--- src/rtl/ep_adder_arbiter_pkg.sv ---
// Shared arbiter constants and round-robin pick helper.
// Used by the endpoint adder arbiter and its picker.
package ep_arb_pkg;

  localparam int MAX_N = 8;
  localparam int W_DEF = 32;
  localparam int IDX_W = 3;

  typedef struct packed {
    logic             found;
    logic [IDX_W-1:0] idx;
  } rr_pick_t;

  // first valid slot at or after ptr, wrapping at n
  function automatic rr_pick_t rr_pick(
    input logic [MAX_N-1:0] valid,
    input int               n,
    input int               ptr
  );
    rr_pick_t r;
    int       j;
    r = '0;
    for (int k = 0; k < MAX_N; k++) begin
      j = (ptr + k) % n;
      if (k < n && !r.found && valid[j[IDX_W-1:0]]) begin
        r.found = 1'b1;
        r.idx   = IDX_W'(j);
      end
    end
    return r;
  endfunction

endpackage

--- src/rtl/ep_adder_arbiter_if.sv ---
// Requester/result bundle between endpoint fabric
// and the shared adder arbiter.
interface ep_adder_arbiter_if
  import ep_arb_pkg::*;
#(
  parameter int N = 2,
  parameter int W = W_DEF
);

  logic           hold;
  logic [N-1:0]   req_valid;
  logic [N-1:0]   req_ready;
  logic [N*W-1:0] req_a;
  logic [N*W-1:0] req_b;
  logic [N-1:0]   rsp_valid;
  logic [N*W-1:0] rsp_data;
  logic [N-1:0]   rsp_carry;
  logic           busy;

  modport master (
    output hold, req_valid, req_a, req_b,
    input  req_ready, rsp_valid, rsp_data,
    input  rsp_carry, busy
  );

  modport slave (
    input  hold, req_valid, req_a, req_b,
    output req_ready, rsp_valid, rsp_data,
    output rsp_carry, busy
  );

endinterface

--- src/rtl/ep_adder_arbiter_rr_picker.sv ---
// Combinational round-robin selector, reusable
// by any endpoint arbiter with up to MAX_N slots.
module rr_picker
  import ep_arb_pkg::*;
#(
  parameter  int N  = 2,
  localparam int PW = (N > 1) ? $clog2(N) : 1
) (
  input  logic [N-1:0]  valid,
  input  logic [PW-1:0] ptr,
  output logic          found,
  output logic [PW-1:0] idx
);

  rr_pick_t pick;

  // search from ptr upward with wrap
  always_comb begin
    pick = rr_pick(MAX_N'(valid), N, int'(ptr));
  end

  assign found = pick.found;
  assign idx   = PW'(pick.idx);

endmodule

--- src/rtl/ep_adder_arbiter.sv ---
// Round-robin shared registered adder for N host
// requesters with per-requester held results.
module ep_adder_arbiter
  import ep_arb_pkg::*;
#(
  parameter int N = 2,
  parameter int W = W_DEF
) (
  input logic ti_clk,
  input logic rst_n,
  ep_adder_arbiter_if.slave bus
);

  localparam int PW = (N > 1) ? $clog2(N) : 1;

  logic [PW-1:0]  ptr;
  logic [PW-1:0]  win;
  logic           found;
  logic           hs;

  logic           s1_valid;
  logic [PW-1:0]  s1_id;
  logic [W-1:0]   s1_a;
  logic [W-1:0]   s1_b;

  logic           s2_valid;
  logic [PW-1:0]  s2_id;
  logic [W-1:0]   s2_sum;
  logic           s2_carry;

  logic [N-1:0]   rv_q;
  logic [N-1:0]   rc_q;
  logic [N*W-1:0] rd_q;

  rr_picker #(.N(N)) u_pick (
    .valid (bus.req_valid),
    .ptr   (ptr),
    .found (found),
    .idx   (win)
  );

  assign hs            = found & ~bus.hold;
  assign bus.req_ready = hs ? (N'(1) << win) : '0;

  // advance pointer past the winner on handshake
  always_ff @(posedge ti_clk or negedge rst_n) begin
    if (!rst_n) begin
      ptr <= '0;
    end else if (hs) begin
      ptr <= (win == PW'(N - 1)) ? '0 : win + 1'b1;
    end
  end

  // stage 1: capture the granted operand pair
  always_ff @(posedge ti_clk or negedge rst_n) begin
    if (!rst_n) begin
      s1_valid <= 1'b0;
      s1_id    <= '0;
      s1_a     <= '0;
      s1_b     <= '0;
    end else begin
      s1_valid <= hs;
      if (hs) begin
        s1_id <= win;
        s1_a  <= bus.req_a[int'(win) * W +: W];
        s1_b  <= bus.req_b[int'(win) * W +: W];
      end
    end
  end

  // stage 2: the shared W+1 bit adder
  always_ff @(posedge ti_clk or negedge rst_n) begin
    if (!rst_n) begin
      s2_valid <= 1'b0;
      s2_id    <= '0;
      s2_sum   <= '0;
      s2_carry <= 1'b0;
    end else begin
      s2_valid <= s1_valid;
      s2_id    <= s1_id;
      {s2_carry, s2_sum} <= {1'b0, s1_a} + {1'b0, s1_b};
    end
  end

  // writeback into the owner's held result slot
  always_ff @(posedge ti_clk or negedge rst_n) begin
    if (!rst_n) begin
      rv_q <= '0;
      rc_q <= '0;
      rd_q <= '0;
    end else begin
      rv_q <= '0;
      if (s2_valid) begin
        rv_q[s2_id] <= 1'b1;
        rc_q[s2_id] <= s2_carry;
        rd_q[int'(s2_id) * W +: W] <= s2_sum;
      end
    end
  end

  assign bus.rsp_valid = rv_q;
  assign bus.rsp_carry = rc_q;
  assign bus.rsp_data  = rd_q;
  assign bus.busy      = s1_valid | s2_valid | (|rv_q);

endmodule

--- src/flat_wrapper.sv ---
// flat-port wrapper written by rule: the top's interface ports become plain ports
module ep_adder_arbiter_flat import ep_arb_pkg::*;
#(
  parameter int N = 2,
  parameter int W = W_DEF
)
  (ti_clk, rst_n, bus_hold, bus_req_valid, bus_req_a, bus_req_b, bus_req_ready, bus_rsp_valid, bus_rsp_data, bus_rsp_carry, bus_busy);
  ep_adder_arbiter_if #(.N(N), .W(W)) bus_i ();
  input logic ti_clk;
  input logic rst_n;
  input wire logic [$bits(bus_i.hold)-1:0] bus_hold;
  input wire logic [$bits(bus_i.req_valid)-1:0] bus_req_valid;
  input wire logic [$bits(bus_i.req_a)-1:0] bus_req_a;
  input wire logic [$bits(bus_i.req_b)-1:0] bus_req_b;
  output wire logic [$bits(bus_i.req_ready)-1:0] bus_req_ready;
  output wire logic [$bits(bus_i.rsp_valid)-1:0] bus_rsp_valid;
  output wire logic [$bits(bus_i.rsp_data)-1:0] bus_rsp_data;
  output wire logic [$bits(bus_i.rsp_carry)-1:0] bus_rsp_carry;
  output wire logic [$bits(bus_i.busy)-1:0] bus_busy;
  assign bus_i.hold = bus_hold;
  assign bus_i.req_valid = bus_req_valid;
  assign bus_i.req_a = bus_req_a;
  assign bus_i.req_b = bus_req_b;
  assign bus_req_ready = bus_i.req_ready;
  assign bus_rsp_valid = bus_i.rsp_valid;
  assign bus_rsp_data = bus_i.rsp_data;
  assign bus_rsp_carry = bus_i.rsp_carry;
  assign bus_busy = bus_i.busy;
  ep_adder_arbiter #(.N(N), .W(W)) u_core (.ti_clk(ti_clk), .rst_n(rst_n), .bus(bus_i));
endmodule
--- config.mk ---
export PLATFORM = sky130hd
export DESIGN_NAME = ep_adder_arbiter_flat
export DESIGN_NICKNAME = d
export VERILOG_FILES = /design/src/rtl/ep_adder_arbiter_pkg.sv /design/src/rtl/ep_adder_arbiter_if.sv /design/src/rtl/ep_adder_arbiter_rr_picker.sv /design/src/rtl/ep_adder_arbiter.sv /design/src/flat_wrapper.sv
export SDC_FILE = /design/constraint.sdc
export NUM_CORES = 1
export LEC_CHECK = 0
export ABC_AREA = 1
export CORE_AREA = 4 4 134 232
export CTS_BUF_LIST = sky130_fd_sc_hd__clkbuf_4 sky130_fd_sc_hd__clkbuf_8
export DETAILED_ROUTE_END_ITERATION = 8
export DIE_AREA = 0 0 138 236
export DONT_BUFFER_PORTS = 1
export GPL_TIMING_DRIVEN = 0
export RECOVER_POWER = 25
export SETUP_SLACK_MARGIN = 0.5
export SLEW_MARGIN = 20
export SYNTH_ARGS = -nofsm -noshare
export SYNTH_HDL_FRONTEND = slang
export SYNTH_SLANG_ARGS = --single-unit
export TNS_END_PERCENT = 20
--- constraint.sdc ---
create_clock -name ti_clk -period 3.6 [get_ports ti_clk]
set_input_delay 0.72 -clock ti_clk [delete_from_list [all_inputs] [get_ports ti_clk]]
set_output_delay 0.72 -clock ti_clk [all_outputs]
set_load 0.01 [all_outputs]
==> results.yml <==
finish:
  multi_input_area_sq_um: 3620
  seq_area_sq_um: 4250
  nets: 1335
  final_common_cell: "nand2_1"
  final_cell_mix: "nand2_1 (494), dfrtp_1 (170), inv_1 (156)"
  final_core_util_pct: 32.7
  drive_gt1_share_pct: 5.93
  fill_cells: 3214
  syn_to_final_growth_pct: 10.6
  layout.cells.non_filler: 1564
power:
  power.share.clock_pct: 23.8
  combPwrFrac_pct: 27.2
  cell_internal_pwr_uw: 3910
  ir_drop_mv: 0.233
  p_switching_uw: 2480
  seq_power_share_pct: 49.0
  swShare_pct: 38.8
  power_leakage_uw: 0.00520
  p_per_area_nw_per_um2: 668
  p_total_uw: 6400
global_route:
  grt_pass1_wl_mm: 41.5
  overflow: 0
  grt_pass1_vias: 7424
  grt_use_total_pct: 16.4
  antenna_found_initial: 1
  grt_max_degree: 171
critical_path:
  critical_path_peak_fanout: 10
  setup.worst_path.end_class: "output pin"
  cp.arrival_ns: 1.62
  critical_path_class: "reg2out"
  crit_required_ns: 2.88
  start_kind: "register"
logic_synthesis:
  synth.net_count: 1316
  async_reset_ff_share_pct: 100
  yosysWarnings: 0
  synth_edf_count: 0
  ys_types: 28
  ys_ff_latch: 170
  synthesis.area_sq_um: 8670
  synthCells: 1150
  synth_seq_area_share_pct: 49.1
  synthFlopType: "dfrtp_1"
  postSynthAreaPerCell_sq_um: 7.54
placement:
  dp.cells: 1532
  post-dp-hpwl_mm: 21.1
  gp_congestion: 0.876
  io_buffers: 0
cts:
  cts.path.max_buffers: 2
  cts_tree: "yes"
  ctsHtreeMaxLevel: 4
  clock-sinks: 170
  post_cts_buffers: 0
  clk_pin_slew_ns: 0.10
  cts-root-buf: "clkbuf_8"
  cts_resized: 0
  insertion_delay_ns: 0.49
  cts-buffers-inserted: 17
timing:
  worstMarginPinSlew_ns: 0.601
  setup_violations: 0
  hold_viol: 168
  post-route-period-util_pct: 64.9
  drv_slew: 0
  skew_ns: 0.0152
  setup_tns_ns: 0
  period_minus_slack_ns: 2.34
  max_clock_freq_ghz: 0.428
  whs_ns: -0.0846
  maxSlewHeadroom_pct: 60.0
  rsz0062_at_grt: "no"
floorplanning:
  die-area_sq_um: 32600
  start_util_pct: 29.6
  io-pin-count: 204
  rows: 83
  fp.dieW_um: 138
  coreArea_sq_um: 29300
  dieHeight_um: 236
drt:
  drt-initial-drc-count: 342
  drc: 0
  totalWireLength_mm: 26.1
  wl_per_cell_um: 16.7
  viasPerCell: 4.54
  ant_nets: 0
  dr.pass1.iters: 5
  num_vias: 7107
outcome:
  violations: "hold timing"
  status: "finished with violations"
min_path:
  hold_path.class: "in2async"
run:
  maxCapViolCount: 0
flip-flops by register name, summed over array words and instances (netlist names):
name / flops
u_core.bus.rsp_carry: 2
u_core.bus.rsp_data: 64
u_core.bus.rsp_valid: 2
u_core.ptr: 1
u_core.s1_a: 32
u_core.s1_b: 32
u_core.s1_id: 1
u_core.s1_valid: 1
u_core.s2_carry: 1
u_core.s2_id: 1
u_core.s2_sum: 32
u_core.s2_valid: 1
per-stage QoR:
| step | hold slack, ns | instance area, sq um | setup WS, ns |
|---|---|---|---|
| 6_report | -0.0846 | 9580 | 1.26 |
| 5_1_grt | -0.150 | 9580 | 1.15 |
| 4_1_cts | -0.140 | 9580 | 1.24 |
| 3_5_place_dp | 0.428 | 9140 | 1.42 |
| 3_3_place_gp | 0.428 | 9140 | 1.43 |
| 2_1_floorplan | 0.349 | 8670 | 1.65 |
power groups by stage:
| stage | clock network [uW] | registers (uW) | logic, uW |
|---|---|---|---|
| 4_1_cts | 1580 | 3160 | 1770 |
| 3_5_place_dp | 0 | 3190 | 1760 |
| 3_3_place_gp | 0 | 3190 | 1730 |
| 2_1_floorplan | 0 | 2990 | 1300 |
| 6_report | 1520 | 3130 | 1740 |
| 5_1_grt | 1650 | 3200 | 2040 |
routing by layer:
layer	vias to the layer above	track usage (%)	part of all wire [%]
li1	3563	-	-
met1	3357	17.2	38
met4	0	5.54	2.1
met3	27	3.87	4.1
met2	160	31.8	56
met5	-	0	0
cell type report:
class                   count  area share [%]
clock buffers              18            2.52
inverters                 158            6.19
flip-flops and latches    170            44.4
multi-input cells         787            37.8
diodes                      1          0.0261
well taps                 382            4.99
plain buffers              35            2.06
clock inverters            13            2.01
worst paths after layout:
| kind | start | to | slack (ns) | depth (start not counted) |
|---|---|---|---|---|
| setup / recovery | u_core.ptr$_DFFE_PN0P_ | bus_req_ready[1] | 1.26 | 5 |
| hold / removal | rst_n | u_core.bus.rsp_data[61]$_DFFE_PN0P_ | -0.08 | 0 |
| setup reg to reg | u_core.s1_a[0]$_DFFE_PN0P_ | u_core.s2_sum[28]$_DFF_PN0_ | 1.42 | 12 |
| hold reg to reg | u_core.s2_id$_DFF_PN0_ | u_core.bus.rsp_valid[0]$_DFF_PN0_ | 0.46 | 1 |
| max in group asynchronous | rst_n | u_core.s1_b[8]$_DFFE_PN0P_ | 3.35 | 0 |
| min in group ti_clk | bus_req_a[16] | u_core.s1_a[16]$_DFFE_PN0P_ | 0.34 | 2 |
logic make-up (layout without fill, tap and decap cells):
logic type | Yosys count | in the layout | share of synthesized area (%)
AO/OA/AOI/OAI | 92 | 92 | 5.41
XOR/XNOR | 15 | 15 | 1.52
adder cells (fa/ha/maj) | 33 | 33 | 4.85
buffers and inverters | 193 | 224 | 9.13
flip-flops | 170 | 170 | 49.1
other | 0 | 1 | 0
AND/OR/NAND/NOR | 647 | 647 | 30.0
cell usage after synthesis, types with 2 or more instances:
cell,count,area (sq um)
xor2_1,14,123
nor2_2,2,12.5
inv_1,156,586
clkbuf_1,9,33.8
nor2_1,39,146
buf_2,20,100
ha_1,32,400
inv_2,2,7.51
buf_6,5,56.3
nand2_2,7,43.8
nand4_1,3,18.8
nand3_1,92,460
o21ai_0,68,340
dfrtp_1,170,4250
a21oi_1,21,105
nor3_1,5,25.0
nand2_1,494,1850
worst max-delay path, stage by stage (launching register included):
cell	delay [ns]
dfrtp_1	0.34
inv_1	0.05
nand2_1	0.07
nand3_1	0.10
inv_1	0.16
clkbuf_1	0.40
Power figures use the tool's default switching activity.
